### src/rtl/eth_udp_pkg.sv
// Shared states and protocol constants for the GMII UDP/IPv4 receiver.
package eth_udp_pkg;

  typedef enum logic [2:0] {
    ST_IDLE,
    ST_PREAMBLE,
    ST_ETH_HDR,
    ST_IP_HDR,
    ST_UDP_HDR,
    ST_PAYLOAD,
    ST_TRAILER,
    ST_DROP
  } rx_state_e;

  localparam logic [7:0]  PREAMBLE_BYTE = 8'h55;
  localparam logic [15:0] PREAMBLE_MAX  = 16'd7;
  localparam logic [7:0]  SFD           = 8'hD5;
  localparam logic [15:0] ETH_TYPE_IPV4 = 16'h0800;
  localparam logic [7:0]  IP_VER_IHL    = 8'h45;
  localparam logic [7:0]  IP_PROTO_UDP  = 8'd17;
  localparam logic [15:0] ETH_HDR_LEN   = 16'd14;
  localparam logic [15:0] IP_HDR_LEN    = 16'd20;
  localparam logic [15:0] UDP_HDR_LEN   = 16'd8;
  localparam logic [47:0] BCAST_MAC     = 48'hFFFF_FFFF_FFFF;
  localparam logic [31:0] CRC_INIT      = 32'hFFFF_FFFF;
  localparam logic [31:0] CRC_POLY      = 32'hEDB8_8320;
  localparam logic [31:0] CRC_RESIDUE   = 32'hDEBB_20E3;

endpackage

### src/rtl/crc32_d8.sv
// Combinational next state of the reflected Ethernet CRC-32 for one input byte.
module crc32_d8
  import eth_udp_pkg::*;
(
  input  logic [31:0] crc,
  input  logic [7:0]  data,
  output logic [31:0] crc_next
);

  always_comb begin
    crc_next = crc;
    for (int i = 0; i < 8; i++) begin
      crc_next = (crc_next >> 1) ^ ((crc_next[0] ^ data[i]) ? CRC_POLY : 32'h0);
    end
  end

endmodule

### src/rtl/eth_udp_rx_gmii.sv
// GMII UDP/IPv4 receiver: filters on MAC/IP/port and streams the payload.
// Define ETH_RX_CRC_CHECK_EN to make rx_done depend on a good FCS.
module eth_udp_rx_gmii
  import eth_udp_pkg::*;
#(
  parameter int PAYLOAD_MAX = 1472
) (
  input  logic        clk_125m,
  input  logic        rst,
  input  logic        gmii_rxdv,
  input  logic [7:0]  gmii_rxd,
  input  logic        gmii_rxer,
  input  logic [47:0] local_mac,
  input  logic [31:0] local_ip,
  input  logic [15:0] local_port,
  output logic        payload_valid_o,
  output logic [7:0]  payload_dat_o,
  output logic [15:0] payload_len_o,
  output logic [47:0] src_mac,
  output logic [31:0] src_ip,
  output logic [15:0] src_port,
  output logic        rx_done,
  output logic        rx_err
);

  localparam logic [16:0] LEN_MAX = 17'(PAYLOAD_MAX + 8);

  rx_state_e   state_reg;
  logic [15:0] cnt_reg;
  logic        armed_reg;
  logic [47:0] dst_mac_reg, src_mac_cap_reg;
  logic [7:0]  type_hi_reg;
  logic [31:0] src_ip_cap_reg, dst_ip_reg;
  logic [15:0] src_port_cap_reg, dst_port_reg, udp_len_reg;
  logic        crc_ok;
  logic        hdr_fault;
  rx_state_e   abort_state;

  assign hdr_fault   = !gmii_rxdv || gmii_rxer;
  assign abort_state = gmii_rxdv ? ST_DROP : ST_IDLE;

`ifdef ETH_RX_CRC_CHECK_EN
  logic [31:0] crc_reg, crc_next;

  crc32_d8 u_crc (
    .crc      (crc_reg),
    .data     (gmii_rxd),
    .crc_next (crc_next)
  );

  // Held at init through the preamble so the first MAC byte starts a fresh CRC.
  always_ff @(posedge clk_125m or posedge rst) begin
    if (rst)                            crc_reg <= CRC_INIT;
    else if (state_reg == ST_PREAMBLE)  crc_reg <= CRC_INIT;
    else if (gmii_rxdv)                 crc_reg <= crc_next;
  end

  assign crc_ok = (crc_reg == CRC_RESIDUE);
`else
  assign crc_ok = 1'b1;
`endif

  always_ff @(posedge clk_125m or posedge rst) begin
    if (rst) begin
      state_reg        <= ST_IDLE;
      cnt_reg          <= '0;
      armed_reg        <= 1'b0;
      dst_mac_reg      <= '0;
      src_mac_cap_reg  <= '0;
      type_hi_reg      <= '0;
      src_ip_cap_reg   <= '0;
      dst_ip_reg       <= '0;
      src_port_cap_reg <= '0;
      dst_port_reg     <= '0;
      udp_len_reg      <= '0;
      payload_valid_o  <= 1'b0;
      payload_dat_o    <= '0;
      payload_len_o    <= '0;
      src_mac          <= '0;
      src_ip           <= '0;
      src_port         <= '0;
      rx_done          <= 1'b0;
      rx_err           <= 1'b0;
    end else begin
      payload_valid_o <= 1'b0;
      rx_done         <= 1'b0;
      rx_err          <= 1'b0;
      cnt_reg         <= cnt_reg + 16'd1;
      // A frame already running when reset lifted must pass before hunting.
      if (!gmii_rxdv) armed_reg <= 1'b1;

      case (state_reg)
        ST_IDLE: begin
          cnt_reg <= '0;
          if (gmii_rxdv && armed_reg) begin
            state_reg <= (gmii_rxd == PREAMBLE_BYTE && !gmii_rxer) ? ST_PREAMBLE : ST_DROP;
          end
        end

        ST_PREAMBLE: begin
          if (hdr_fault) begin
            state_reg <= abort_state;
            cnt_reg   <= '0;
          end else if (gmii_rxd == SFD) begin
            state_reg <= ST_ETH_HDR;
            cnt_reg   <= '0;
          end else if (gmii_rxd != PREAMBLE_BYTE || cnt_reg >= PREAMBLE_MAX - 16'd1) begin
            state_reg <= ST_DROP;
            cnt_reg   <= '0;
          end
        end

        ST_ETH_HDR: begin
          if (hdr_fault) begin
            state_reg <= abort_state;
            cnt_reg   <= '0;
          end else begin
            if (cnt_reg < 16'd6)       dst_mac_reg     <= {dst_mac_reg[39:0], gmii_rxd};
            else if (cnt_reg < 16'd12) src_mac_cap_reg <= {src_mac_cap_reg[39:0], gmii_rxd};
            else if (cnt_reg == 16'd12) type_hi_reg    <= gmii_rxd;
            if (cnt_reg == ETH_HDR_LEN - 16'd1) begin
              cnt_reg   <= '0;
              state_reg <= ((dst_mac_reg == local_mac || dst_mac_reg == BCAST_MAC) &&
                            {type_hi_reg, gmii_rxd} == ETH_TYPE_IPV4) ? ST_IP_HDR : ST_DROP;
            end
          end
        end

        ST_IP_HDR: begin
          if (hdr_fault) begin
            state_reg <= abort_state;
            cnt_reg   <= '0;
          end else begin
            if (cnt_reg >= 16'd12 && cnt_reg < 16'd16) src_ip_cap_reg <= {src_ip_cap_reg[23:0], gmii_rxd};
            else if (cnt_reg >= 16'd16)                dst_ip_reg     <= {dst_ip_reg[23:0], gmii_rxd};
            if ((cnt_reg == 16'd0 && gmii_rxd != IP_VER_IHL) ||
                (cnt_reg == 16'd9 && gmii_rxd != IP_PROTO_UDP)) begin
              state_reg <= ST_DROP;
              cnt_reg   <= '0;
            end else if (cnt_reg == IP_HDR_LEN - 16'd1) begin
              cnt_reg   <= '0;
              state_reg <= ({dst_ip_reg[23:0], gmii_rxd} == local_ip) ? ST_UDP_HDR : ST_DROP;
            end
          end
        end

        ST_UDP_HDR: begin
          if (hdr_fault) begin
            state_reg <= abort_state;
            cnt_reg   <= '0;
          end else begin
            if (cnt_reg < 16'd2)      src_port_cap_reg <= {src_port_cap_reg[7:0], gmii_rxd};
            else if (cnt_reg < 16'd4) dst_port_reg     <= {dst_port_reg[7:0], gmii_rxd};
            else if (cnt_reg < 16'd6) udp_len_reg      <= {udp_len_reg[7:0], gmii_rxd};
            if (cnt_reg == UDP_HDR_LEN - 16'd1) begin
              cnt_reg <= '0;
              if (dst_port_reg == local_port && udp_len_reg >= UDP_HDR_LEN &&
                  {1'b0, udp_len_reg} <= LEN_MAX) begin
                src_mac       <= src_mac_cap_reg;
                src_ip        <= src_ip_cap_reg;
                src_port      <= src_port_cap_reg;
                payload_len_o <= udp_len_reg - UDP_HDR_LEN;
                state_reg     <= (udp_len_reg == UDP_HDR_LEN) ? ST_TRAILER : ST_PAYLOAD;
              end else begin
                state_reg <= ST_DROP;
              end
            end
          end
        end

        ST_PAYLOAD: begin
          if (hdr_fault) begin
            rx_err    <= 1'b1;
            state_reg <= abort_state;
            cnt_reg   <= '0;
          end else begin
            payload_valid_o <= 1'b1;
            payload_dat_o   <= gmii_rxd;
            if (cnt_reg == payload_len_o - 16'd1) begin
              state_reg <= ST_TRAILER;
              cnt_reg   <= '0;
            end
          end
        end

        ST_TRAILER: begin
          if (!gmii_rxdv) begin
            rx_done   <= crc_ok;
            rx_err    <= !crc_ok;
            state_reg <= ST_IDLE;
            cnt_reg   <= '0;
          end else if (gmii_rxer) begin
            rx_err    <= 1'b1;
            state_reg <= ST_DROP;
            cnt_reg   <= '0;
          end
        end

        ST_DROP: begin
          if (!gmii_rxdv) begin
            state_reg <= ST_IDLE;
            cnt_reg   <= '0;
          end
        end

        default: begin
          state_reg <= ST_DROP;
          cnt_reg   <= '0;
        end
      endcase
    end
  end

endmodule
### config.mk
export PLATFORM = sky130hd
export DESIGN_NAME = eth_udp_rx_gmii
export DESIGN_NICKNAME = d
export VERILOG_FILES = /design/src/rtl/eth_udp_pkg.sv /design/src/rtl/crc32_d8.sv /design/src/rtl/eth_udp_rx_gmii.sv
export SDC_FILE = /design/constraint.sdc
export NUM_CORES = 1
export LEC_CHECK = 0
export BUFFER_PORTS_ARGS = -buffer_cell sky130_fd_sc_hd__buf_2
export CAP_MARGIN = 20
export CELL_PAD_IN_SITES_DETAIL_PLACEMENT = 0
export CELL_PAD_IN_SITES_GLOBAL_PLACEMENT = 2
export CORE_ASPECT_RATIO = 0.9
export CORE_UTILIZATION = 36
export DETAILED_ROUTE_END_ITERATION = 6
export GPL_TIMING_DRIVEN = 1
export PLACE_DENSITY = 0.8
export SLEW_MARGIN = 20
export SYNTH_ARGS = -nofsm -noshare
export SYNTH_HDL_FRONTEND = slang
export SYNTH_SLANG_ARGS = --single-unit
### constraint.sdc
create_clock -name clk_125m -period 34.5 [get_ports clk_125m]
set_input_delay 6.9 -clock clk_125m [delete_from_list [all_inputs] [get_ports clk_125m]]
set_output_delay 6.9 -clock clk_125m [all_outputs]
set_load 0.01 [all_outputs]
=== Yosys cells after proc, flatten, opt, wreduce, memory -nomap -nowiden ===
Cells that the tools add are included.

* Flip-flop bits (word level): 351
* Latch bits: 0
* Memory bits (writable): 0
* ROM bits: 0
* Output and inout port bits: 123
* Word-level logic and storage cells: 144
* Memories: 0

* Add/sub/neg operators: 3
* $mul: 0
* Div/mod/pow operators: 0
* Order comparisons: 10
* Equal/unequal tests: 32
* Shifts and indexed selects: 0
* Multiplexer cells: 47
* Bitwise gates (word level): 6
* Reduce and logical (&&, ||, !) cells: 27

{| class="wikitable"
|+ Operators with widths
! cell !! number
|-
| $mux 16 || 15
|-
| $pmux 16 s8 || 1
|-
| $eq 16x4->1 const B || 4
|-
| $mux 3 || 19
|-
| $eq 48x48->1 || 1
|-
| $eq 48x48->1 const B || 1
|-
| $eq 16x16->1 || 2
|-
| $eq 32x32->1 || 1
|-
| $ge 16x4->1 const B || 2
|-
| $lt 16x3->1 const B || 2
|-
| $pmux 3 s8 || 1
|-
| $add 16x1->16 const B || 1
|-
| $eq 16x12->1 const B || 1
|-
| $eq 16x3->1 const B || 1
|-
| $eq 16x5->1 const B || 1
|-
| $ge 16x3->1 const B || 1
|-
| $ge 16x5->1 const B || 1
|-
| $le 16x11->1 const B || 1
|-
| $logic_not 16->1 || 1
|-
| $lt 16x2->1 const B || 1
|-
| $lt 16x4->1 const B || 1
|-
| $lt 16x5->1 const B || 1
|-
| $ne 8x7->1 const B || 2
|-
| $reduce_and 4->1 || 4
|-
| 23 further kinds || 59
|}

=== Longest topological paths before layout ===
* Depth after elaboration: 7
* Gate-level depth with buffers: 10
* Depth with buffers taken out: 9

=== Worst setup path after synthesis ===
Ideal clock, no wire load.

* Path type: input to register
* From: input port gmii_rxd[1]
* To: register state_reg[0]
* Data arrival time: 8.770 ns
* Data required time: 34.375 ns
* Path slack: 25.605 ns
* Stages on the path: 7
* Cells stage by stage: or4b_2 o211ai_1 a21oi_1 or4_1 nand4_1 o211ai_1 mux2_4

* Longest elaborated chain between the ends: 6
* Elaborated cells between the ends (all ways): 19
* Those cells by class: eq/ne (7); mux (7); reduce/logical (5)

{| class="wikitable"
|+ RTL lines
! what !! RTL line !! RTL
|-
| start, declared || eth_udp_rx_gmii.sv:11 || <nowiki>input logic [7:0] gmii_rxd,</nowiki>
|-
| $eq 32x32->1, or another cell as far along || eth_udp_rx_gmii.sv:142 || <nowiki>state_reg <= ({dst_ip_reg[23:0], gmii_rxd} == local_ip) ? ST_UDP_HDR : ST_DROP;</nowiki>
|-
| $mux 2, or another cell as far along || eth_udp_rx_gmii.sv:142 ||
|-
| $mux 3 or $logic_or 1x1->1 (tied branches) || eth_udp_rx_gmii.sv:140, eth_udp_rx_gmii.sv:136 ||
|-
| $mux 3 || eth_udp_rx_gmii.sv:136 || <nowiki>if ((cnt_reg == 16'd0 && gmii_rxd != IP_VER_IHL) ||</nowiki>
|-
| $mux 3 || eth_udp_rx_gmii.sv:130 || <nowiki>if (hdr_fault) begin</nowiki>
|-
| $pmux 3 s8 || eth_udp_rx_gmii.sv:92 || <nowiki>case (state_reg)</nowiki>
|-
| end signal, assigned || eth_udp_rx_gmii.sv:96 || <nowiki>state_reg <= (gmii_rxd == PREAMBLE_BYTE && !gmii_rxer) ? ST_PREAMBLE : ST_DROP;</nowiki>
|-
| end signal, assigned || eth_udp_rx_gmii.sv:131 || <nowiki>state_reg <= abort_state;</nowiki>
|-
| end signal, assigned || eth_udp_rx_gmii.sv:142 ||
|-
| end, declared || eth_udp_rx_gmii.sv:28 || <nowiki>rx_state_e state_reg;</nowiki>
|}

Parallel ways exist; a longest one is shown, timed or not. The select of a mux whose other input is x is not followed.
A chain may end at the register's enable or synchronous reset.

=== Worst setup path in the final report ===
* From: input port local_port[5]
* To: register src_mac[10]

* Longest elaborated chain between the ends: 4

{| class="wikitable"
|+ RTL lines
! what !! RTL line !! RTL
|-
| start, declared || eth_udp_rx_gmii.sv:15 || <nowiki>input logic [15:0] local_port,</nowiki>
|-
| $eq 16x16->1 || eth_udp_rx_gmii.sv:157 || <nowiki>if (dst_port_reg == local_port && udp_len_reg >= UDP_HDR_LEN &&</nowiki>
|-
| $logic_and 1x1->1 (2 in series) || eth_udp_rx_gmii.sv:157 ||
|-
| $reduce_and 4->1 (no line) || - ||
|-
| end signal, assigned || eth_udp_rx_gmii.sv:159 || <nowiki>src_mac <= src_mac_cap_reg;</nowiki>
|-
| end, declared || eth_udp_rx_gmii.sv:19 || <nowiki>output logic [47:0] src_mac,</nowiki>
|}

Every way passes these cells.

==> impl_metrics.ini <==
[final_layout]
seqCellArea_um2 = 8780
synthesis_to_layout_area_growth_pct = 18.6
insertedDiodeCount = 0
fraction_of_final_layout_cells_sized_beyond_drive_strength_1 = 0.454
layout.cells.non_filler = 1950
num-fill-cells = 3964
multi_input_comb_area_um2 = 6570
finish.net_count = 1488

[pwr]
intPower_uw = 766
comb_power_share = 0.126
power.clock.fraction = 0.390
sw_frac_of_total = 0.271
powerDensity_nw_per_um2 = 56.6
max-vdd-ir-drop_mv = 0.0352
power.share.sequential = 0.484
power.net_switching_uw = 285
power_leakage_nw = 9.48
totalPowerFinal_mw = 1.05

[timing]
rsz0062_at_grt = no
hold_violations = 0
fmax_mhz = 108
setup_viol = 0
holdWs_ns = 0.472
final.setup_skew_ns = 0.0151
report.final.slew_viol_count = 0
worst_slack_ns = 25.20
final.min_clock_period_ns = 9.30
final.period_utilization = 0.269
slew_hr = 0.324
tightestPinTransition_ns = 1.01
timing.setup.tns_ns = 0

[synth]
synth_top_area_cell = dfrtp_1
synthesis.nets = 1265
ys_top_cells_by_area = dfrtp_1 (56%), mux2_2 (23%), xor2_1 (5.4%)
post_synth_inst_count = 1151
synth-main-ff-cell = dfrtp_1
synth-seq-cells = 351
synth-adder-area-share = 0.00479
synthMostInstantiatedCell = dfrtp_1
synth.distinct_cells = 66
yosys-mux-area-fraction = 0.237
count_of_warnings_emitted_by_yosys = 0
synth_top_cells_by_count = dfrtp_1 (351), mux2_2 (318), xor2_1 (97)
post_synth.cell_area_avg_um2 = 13.6
synth_area_um2 = 15700
synth_top_family_by_area = multiplexers
yosys.area_share.xor_xnor = 0.0777
synth_compound_gate_area_share = 0.0218
sequential_area_share_after_synthesis = 0.561
asyncSetResetFlopFracSynth = 1.00
yosys.area_share.simple = 0.0759
yosys_top_cell_area_share = 0.561
synth_edf_count = 0

[cts]
clock_tree.root_cell = clkbuf_16
tritoncts_clock_tree = yes
cts_sinks = 351
holdBufCountCts = 0
cts-root-to-sink-buffers = 3
ctsHtreeMaxLevel = 2
clk-insertion-delay-late_ns = 0.55
post_cts_setup_buffer_count = 0
cts_resized = 0
clk_pin_slew_worst_setup_hold_paths_ns = 0.06
cts_inserted_buffers = 41

[drt]
antenna_violating_nets_post_route = 0
routed_via_density = 5.06
drt-wirelength-per-cell_um = 19.6
drtIter0Drc = 522
finalWirelength_mm = 38.2
sum_of_routed_wire_segments_on_met1_mm = 18.0
drt_first_pass_iters = 5
wl_met2_mm = 17.4
highest-signal-layer = met4
drt_drc_violations_left = 0
route.vias.total = 9867
routed_length_on_met3_mm = 1.90

[hold_path]
hold_end = armed_reg
hold-path-cell-count = 1
hold_crit_path_type = reg2reg
worst_hold_launch = armed_reg

[worst_setup_path]
critical_path.n_buffers_inverters = 2
timing.critical_path.cells = buf_2 > xor2_1 > nor4_1 > nand2_1 > nor4_1 > nor2b_1 > nand2_4 > buf_4 > mux2_2
worst-endpoint-arrival_ns = 9.73
startpoint_type = input port
worstSetupEndpointType = flip-flop
critical-path-slowest-cell = buf_4
timing.critical_path.required_ns = 34.93
critical_path.most_common_cell = nor4_1
length_in_cells_of_the_worst_reg_to_reg_path = 9
rrSetupSlack_ns = 30.58
crit_fanout = 62
critPathMaxStageDelay_ns = 0.59
crit_type = in2reg
rr_startpoint = payload_len_o[0]
crit_family = simple AND/OR/NAND/NOR gates
regToRegEndpoint = cnt_reg[2]

[global_route]
vias_in_the_first_global_route = 10200
wire_length_of_the_first_global_routing_pass_mm = 60.6
maximum_number_of_pins_on_one_net_before_global_route_repair = 135
grt_antenna_before_repair = 0
grt_overflow = 0
gr-usage-all-layers = 0.176

[placed_design]
dp_slack_ns = 24.58
port_buffers = 230
place_inst = 1886
finalWeightedCongestion = 0.861
dp_hpwl_mm = 26.0

[die]
floorplan.core_area_um2 = 43000
die_x_um = 222
start_util = 0.365
boundaryPins = 231
die_h_um = 200
num_rows = 72
design.die.area_um2 = 44400

[run_status]
status = completed

[run]
maxCapViolations = 0
## stage by stage
| step | area (um2) | utilization |
|---|---|---|
| global placement | 17300 | 0.403 |
| global route | 18600 | 0.432 |
| finish | 18600 | 0.432 |
| CTS | 18600 | 0.432 |
| detailed placement | 17300 | 0.403 |
| floorplan | 15700 | - |
## layer usage
metal | up-vias | GRT usage
met4 | 0 | 0.0571
met2 | 239 | 0.273
met5 | - | 0
met1 | 5034 | 0.245
met3 | 49 | 0.0382
li1 | 4545 | -
## power by group through the flow
stage,Sequential [mW],Combinational (mW),Clock (mW)
5_1_grt,0.516,0.147,0.440
3_5_place_dp,0.516,0.134,0
4_1_cts,0.509,0.135,0.424
6_report,0.509,0.132,0.410
2_1_floorplan,0.491,0.102,0
3_3_place_gp,0.515,0.132,0
## layout make-up
type | instances | area share
Sequential cell | 351 | 0.473
Multi-Input combinational cell | 726 | 0.354
Timing Repair Buffer | 237 | 0.0650
Clock buffer | 55 | 0.0607
Tap cell | 555 | 0.0374
Clock inverter | 9 | 0.00687
Inverter | 17 | 0.00384
## how the worst max path moves through the flow
| stage | startpoint | end | slack (ns) | cells after the start |
|---|---|---|---|---|
| after floorplan | rst | armed_reg | 17.86 | 1 |
| after global placement | local_port[5] | src_mac[38] | 24.59 | 9 |
| after detailed placement | local_port[15] | src_mac[10] | 24.58 | 9 |
| after CTS | local_port[5] | src_mac[47] | 25.18 | 9 |
| after global routing | local_port[5] | src_mac[35] | 24.96 | 9 |
| final | local_port[5] | src_mac[10] | 25.20 | 9 |
## worst register-to-register path: stages (launching register included)
cell       delay [ns]
dfrtp_1          0.47
inv_1            0.09
ha_1             0.25
nor3b_1          0.62
and3_1           0.26
o2111ai_1        0.15
a2111oi_0        0.73
o2111ai_2        0.37
a21oi_2          0.72
nor2_1           0.12
## kinds of logic after synthesis
| logic type | count (synthesis) |
|---|---|
| AO/OA/AOI/OAI | 42 |
| adder cells (fa/ha/maj) | 6 |
| buffers and inverters | 74 |
| AND/OR/NAND/NOR | 208 |
| multiplexers | 331 |
| XOR/XNOR | 139 |
| flip-flops | 351 |
## cell usage in the layout, fill, tap and decap left out, types with 3 or more instances in the layout
master / count
nor2b_1: 7
a2111oi_0: 3
clkbuf_1: 9
nor2_1: 33
nand2_1: 26
nand4_1: 30
nor4_1: 30
clkbuf_16: 41
ha_1: 6
and3_1: 3
nor3b_1: 3
or4_1: 6
buf_4: 6
mux2_2: 318
a31oi_1: 3
mux2i_1: 10
nor3_2: 3
nand3b_1: 3
nand2b_1: 5
xor2_1: 97
a21oi_1: 5
nand3_1: 17
o211ai_1: 5
xnor2_1: 42
buf_2: 230
clkbuf_8: 5
dfrtp_1: 351
o21ai_0: 6
nor3_1: 20
inv_1: 16
Note: power is estimated with default switching activity, not from simulation.
